<file path="src/rtl/misr_analyzer.sv">
// misr_analyzer: BIST output-response analyzer.
// Compresses NUM_PATTERNS response words into a Galois MISR, then compares
// the final signature against GOLDEN and reports done / pass_nfail.
// Optional build macro: MISR_XMASK_EN -- when defined, response bits cleared
// in XMASK are forced to 0 before they enter the signature.
module misr_analyzer #(
  parameter int unsigned      WIDTH        = 32'd8,
  parameter logic [WIDTH-1:0] POLY         = 8'h1D,
  parameter logic [WIDTH-1:0] SEED         = {WIDTH{1'b0}},
  parameter logic [WIDTH-1:0] GOLDEN       = {WIDTH{1'b0}},
  parameter int unsigned      NUM_PATTERNS = 32'd127,
  parameter logic [WIDTH-1:0] XMASK        = {WIDTH{1'b1}}
) (
  input  logic             clk,
  input  logic             reset,
  input  logic             start,
  input  logic             enable,
  input  logic [WIDTH-1:0] data_in,
  output logic             done,
  output logic             pass_nfail,
  output logic [WIDTH-1:0] signature
);

  localparam int unsigned      CNT_W    = $clog2(NUM_PATTERNS + 32'd1);
  localparam logic [CNT_W-1:0] CNT_LAST = CNT_W'(NUM_PATTERNS - 32'd1);

`ifdef MISR_XMASK_EN
  // X-prone CUT bits are blanked so they cannot corrupt the signature
  localparam logic [WIDTH-1:0] CAPTURE_MASK = XMASK;
`else
  // Masking is compiled out: every bit is captured and XMASK has no effect
  localparam logic [WIDTH-1:0] CAPTURE_MASK = {WIDTH{1'b1}} | XMASK;
`endif

  typedef enum logic [1:0] {
    ST_IDLE    = 2'd0,
    ST_CAPTURE = 2'd1,
    ST_COMPARE = 2'd2,
    ST_DONE    = 2'd3
  } state_t;

  state_t           state_r;
  logic [WIDTH-1:0] sig_r;
  logic [CNT_W-1:0] cnt_r;
  logic             done_r;
  logic             pass_r;
  logic [WIDTH-1:0] capt_data_s;

  // One Galois MISR step: shift, fold the msb back through the taps, add data
  function automatic logic [WIDTH-1:0] misr_next(input logic [WIDTH-1:0] sig,
                                                 input logic [WIDTH-1:0] d);
    logic [WIDTH-1:0] fb;
    fb = sig[WIDTH-1] ? POLY : {WIDTH{1'b0}};
    misr_next = {sig[WIDTH-2:0], 1'b0} ^ fb ^ d;
  endfunction

  assign capt_data_s = data_in & CAPTURE_MASK;

  // Run-control FSM with the signature register, pattern counter and result flags
  always_ff @(posedge clk) begin
    if (reset) begin
      state_r <= ST_IDLE;
      sig_r   <= SEED;
      cnt_r   <= {CNT_W{1'b0}};
      done_r  <= 1'b0;
      pass_r  <= 1'b0;
    end else if (start) begin
      // Start wins over capture; the word on data_in this cycle is dropped
      state_r <= ST_CAPTURE;
      sig_r   <= SEED;
      cnt_r   <= {CNT_W{1'b0}};
      done_r  <= 1'b0;
      pass_r  <= 1'b0;
    end else begin
      case (state_r)
        ST_IDLE: begin
          sig_r <= SEED;
          cnt_r <= {CNT_W{1'b0}};
        end
        ST_CAPTURE: begin
          if (enable) begin
            sig_r <= misr_next(sig_r, capt_data_s);
            cnt_r <= cnt_r + CNT_W'(1);
            if (cnt_r == CNT_LAST) begin
              state_r <= ST_COMPARE;
            end else begin
              state_r <= ST_CAPTURE;
            end
          end else begin
            sig_r <= sig_r;
            cnt_r <= cnt_r;
          end
        end
        ST_COMPARE: begin
          pass_r  <= (sig_r == GOLDEN);
          done_r  <= 1'b1;
          state_r <= ST_DONE;
        end
        ST_DONE: begin
          state_r <= ST_DONE;
        end
        default: begin
          state_r <= ST_IDLE;
          sig_r   <= SEED;
          cnt_r   <= {CNT_W{1'b0}};
          done_r  <= 1'b0;
          pass_r  <= 1'b0;
        end
      endcase
    end
  end

  assign done       = done_r;
  assign pass_nfail = pass_r;
  assign signature  = sig_r;

endmodule

</file>
<file path="config.mk">
export PLATFORM = sky130hd
export DESIGN_NAME = misr_analyzer
export DESIGN_NICKNAME = d
export VERILOG_FILES = /design/src/rtl/misr_analyzer.sv
export SDC_FILE = /design/constraint.sdc
export NUM_CORES = 1
export LEC_CHECK = 0
export BUFFER_PORTS_ARGS = -buffer_cell sky130_fd_sc_hd__buf_2
export CAP_MARGIN = 15
export CORE_UTILIZATION = 45
export DETAILED_ROUTE_END_ITERATION = 12
export PLACE_DENSITY = 0.74
export SYNTH_ARGS = -nofsm -noshare
export SYNTH_HDL_FRONTEND = slang
export SYNTH_SLANG_ARGS = --single-unit
</file>
<file path="constraint.sdc">
create_clock -name clk -period 1.8 [get_ports clk]
set_input_delay 0.27 -clock clk [delete_from_list [all_inputs] [get_ports clk]]
set_output_delay 0.27 -clock clk [all_outputs]
set_load 0.05 [all_outputs]
</file>
==> flow_metrics.env <==
export IMPL_die_h_um=48.2
export IMPL_postRouteAntennaNets=0
export IMPL_syn_num_nets=125
export IMPL_place_congestion=0.721
export IMPL_p_leak_nw=0.413
export IMPL_multiInputGateArea_sq_um=531
export IMPL_clkTransAtPathRegs_ps=110
export IMPL_gr_total_overflow=0
export IMPL_critPathArrivalTime_ps=1130
export IMPL_critPathTopFamily="flip-flops"
export IMPL_grt_pass1_vias=704
export IMPL_start_util_pct=48.4
export IMPL_drtPass1Iterations=4
export IMPL_max_freq_mhz=712
export IMPL_path_class="register to output port"
export IMPL_yosysSeqAreaShare_pct=39.7
export IMPL_final_cell_area_sq_um=1090
export IMPL_maxSlewViolCount=0
export IMPL_maxSlewHeadroom_pct=60.4
export IMPL_placed_area_sq_um=1060
export IMPL_antenna_found_initial=0
export IMPL_dp_hpwl_um=1410
export IMPL_cts_resized=0
export IMPL_crit_path_max_fanout=7
export IMPL_period_minus_slack_ps=1400
export IMPL_min_path_type="input port to register"
export IMPL_via_per_inst=5.43
export IMPL_required_ps=1530
export IMPL_tritoncts="yes"
export IMPL_clock_path_buffers=2
export IMPL_vias=847
export IMPL_cpMaxStageDelayCell="dfxtp_1"
export IMPL_status="finished clean"
export IMPL_r2r_start="state_r[1]$_SDFFE_PP0P_"
export IMPL_rrSetupSlack_ps=490
export IMPL_io_buffers=21
export IMPL_setup_ws_ps=396
export IMPL_h_tree_depth=1
export IMPL_setup_viol=0
export IMPL_worstHoldEndpoint="state_r[0]$_SDFFE_PP0P_"
export IMPL_critical_path_buf_inv_count=1
export IMPL_max_cap_viol_count=0
export IMPL_cts_root_buffer="clkbuf_4"
export IMPL_tns_ps=0
export IMPL_max_stage_delay_ps=510
export IMPL_grt_use_total_pct=18.6
export IMPL_grt_pass1_wl_um=2980
export IMPL_min_from="reset"
export IMPL_numCtsBuffers=3
export IMPL_hold_buffers=0
export IMPL_finalCritPeriodShare_pct=78.0
export IMPL_irDropWorstVdd_mv=0.450
export IMPL_drt_wl_total_um=1960
export IMPL_die_width_um=48.2
export IMPL_synth_distinct_cells=27
export IMPL_area_sequential_sq_um=380
export IMPL_drtIter0Drc=15
export IMPL_antenna_cells=0
export IMPL_drc=0
export IMPL_avgSynthCellArea_sq_um=8.63
export IMPL_clkSinkCount=19
export IMPL_power_density_nw_per_um2=676
export IMPL_fin_nets=144
export IMPL_synth_seq_cells=19
export IMPL_netlist_instances=111
export IMPL_routedWlPerCell_um=12.5
export IMPL_mostFrequentLayoutCells="buf_2, dfxtp_1, a21oi_1"
export IMPL_grt_max_degree=22
export IMPL_dieArea_sq_um=2320
export IMPL_ys_warn_count=0
export IMPL_mostFrequentLayoutCell="buf_2"
export IMPL_pin_count=22
export IMPL_synth_area_sq_um=958
export IMPL_syn2layout_area_growth_pct=13.8
export IMPL_critPathLaunchType="register"
export IMPL_core_sq_um=1980
export IMPL_hold_violations=0
export IMPL_cts_setup_buffers=0
export IMPL_end_kind="output port"
export IMPL_pre_cts_ws_ps=538
export IMPL_worst_pin_slew_ps=593
export IMPL_insertion_delay_ps=300
export IMPL_n_fill_cell=196
export IMPL_path_cells="buf_2"
export IMPL_rr_worst_depth=3
export IMPL_timing_rr_end="signature[4]$_SDFFE_PP0P_"
export IMPL_row_count=16
export IMPL_drive_gt1_share_pct=23.3
export IMPL_hold_depth=2
export IMPL_rsz0062_at_grt="no"
export IMPL_worst_clock_skew_ps=3.58
==> state kept, by name (all words and copies together) (netlist names) <==
register	count
signature	8
cnt_r	7
pass_nfail	1
state_r	2
done	1
==> area by class of cell <==
| class | instances | share of cell area, % |
|---|---|---|
| Sequential cell | 19 | 34.9 |
| Clock buffer | 4 | 2.41 |
| Tap cell | 27 | 3.10 |
| Multi-Input combinational cell | 82 | 48.6 |
| Timing Repair Buffer | 22 | 10.3 |
| Inverter | 2 | 0.688 |
==> how the worst max path moves through the flow <==
stage | startpoint | to | slack, ps | cells after the start
after floorplan | signature[7]$_SDFFE_PP0P_ | signature[2]$_SDFFE_PP0P_ | 470 | 3
after global placement | state_r[1]$_SDFFE_PP0P_ | cnt_r[3]$_SDFFE_PP0P_ | 580 | 2
after detailed placement | state_r[1]$_SDFFE_PP0P_ | cnt_r[3]$_SDFFE_PP0P_ | 540 | 2
after CTS | signature[7]$_SDFFE_PP0P_ | signature[7] | 400 | 1
after global routing | signature[7]$_SDFFE_PP0P_ | signature[7] | 340 | 1
final | signature[7]$_SDFFE_PP0P_ | signature[7] | 400 | 1
==> power breakdown <==
part           internal, mW  total, mW  leakage [nW]  switching [mW]
sequential            0.426      0.433         0.154         0.00740
combinational        0.0350     0.0861         0.244          0.0512
clock                0.0863      0.218        0.0150           0.132
total                 0.547      0.738         0.413           0.190
==> Yosys cell counts <==
master	number	area, sq um
nand3_1	5	25.0
nor4_1	5	31.3
dfxtp_1	19	380
o21ai_0	8	40.0
nor2b_4	1	13.8
buf_2	2	10.0
nand3b_1	4	30.0
nor2_1	4	15.0
nor2b_1	1	6.26
or2_2	3	18.8
inv_1	2	7.51
a32o_1	3	30.0
nand2_1	10	37.5
o21a_1	1	7.51
ha_1	2	25.0
nand2b_1	2	12.5
xnor2_1	6	52.6
mux2i_1	3	30.0
o31ai_1	2	15.0
or4_1	2	15.0
and3b_2	1	10.0
buf_6	1	11.3
a21oi_1	11	55.1
nor3_1	2	10.0
nand4_1	1	6.26
xor2_1	5	43.8
clkbuf_1	5	18.8
==> through the flow <==
step / hold WS [ps] / util [%] / cells / power, mW
floorplan: 339 / - / 111 / 0.501
global placement: 445 / 53.7 / 152 / 0.526
detailed placement: 459 / 53.7 / 152 / 0.528
CTS: 137 / 55.1 / 156 / 0.741
global route: 137 / 55.1 / 156 / 0.769
finish: 142 / 55.1 / 156 / 0.738
==> kinds of logic after synthesis <==
group | after synthesis | synth area share, %
AO/OA/AOI/OAI | 25 | 15.4
flip-flops | 19 | 39.7
AND/OR/NAND/NOR | 41 | 24.2
adder cells (fa/ha/maj) | 2 | 2.61
multiplexers | 3 | 3.13
buffers and inverters | 10 | 4.96
XOR/XNOR | 11 | 10.1
==> metal layers <==
metal / wire length [um] / part of all wire (%) / GRT usage, % / up-vias
met4: 0 / 0 / 3.33 / 0
met3: 77 / 3.9 / 6.67 / 0
met2: 948 / 48 / 29.6 / 17
met1: 931 / 48 / 24.5 / 403
li1: - / - / - / 427
met5: 0 / 0 / 0 / -
Power figures use the tool's default switching activity.
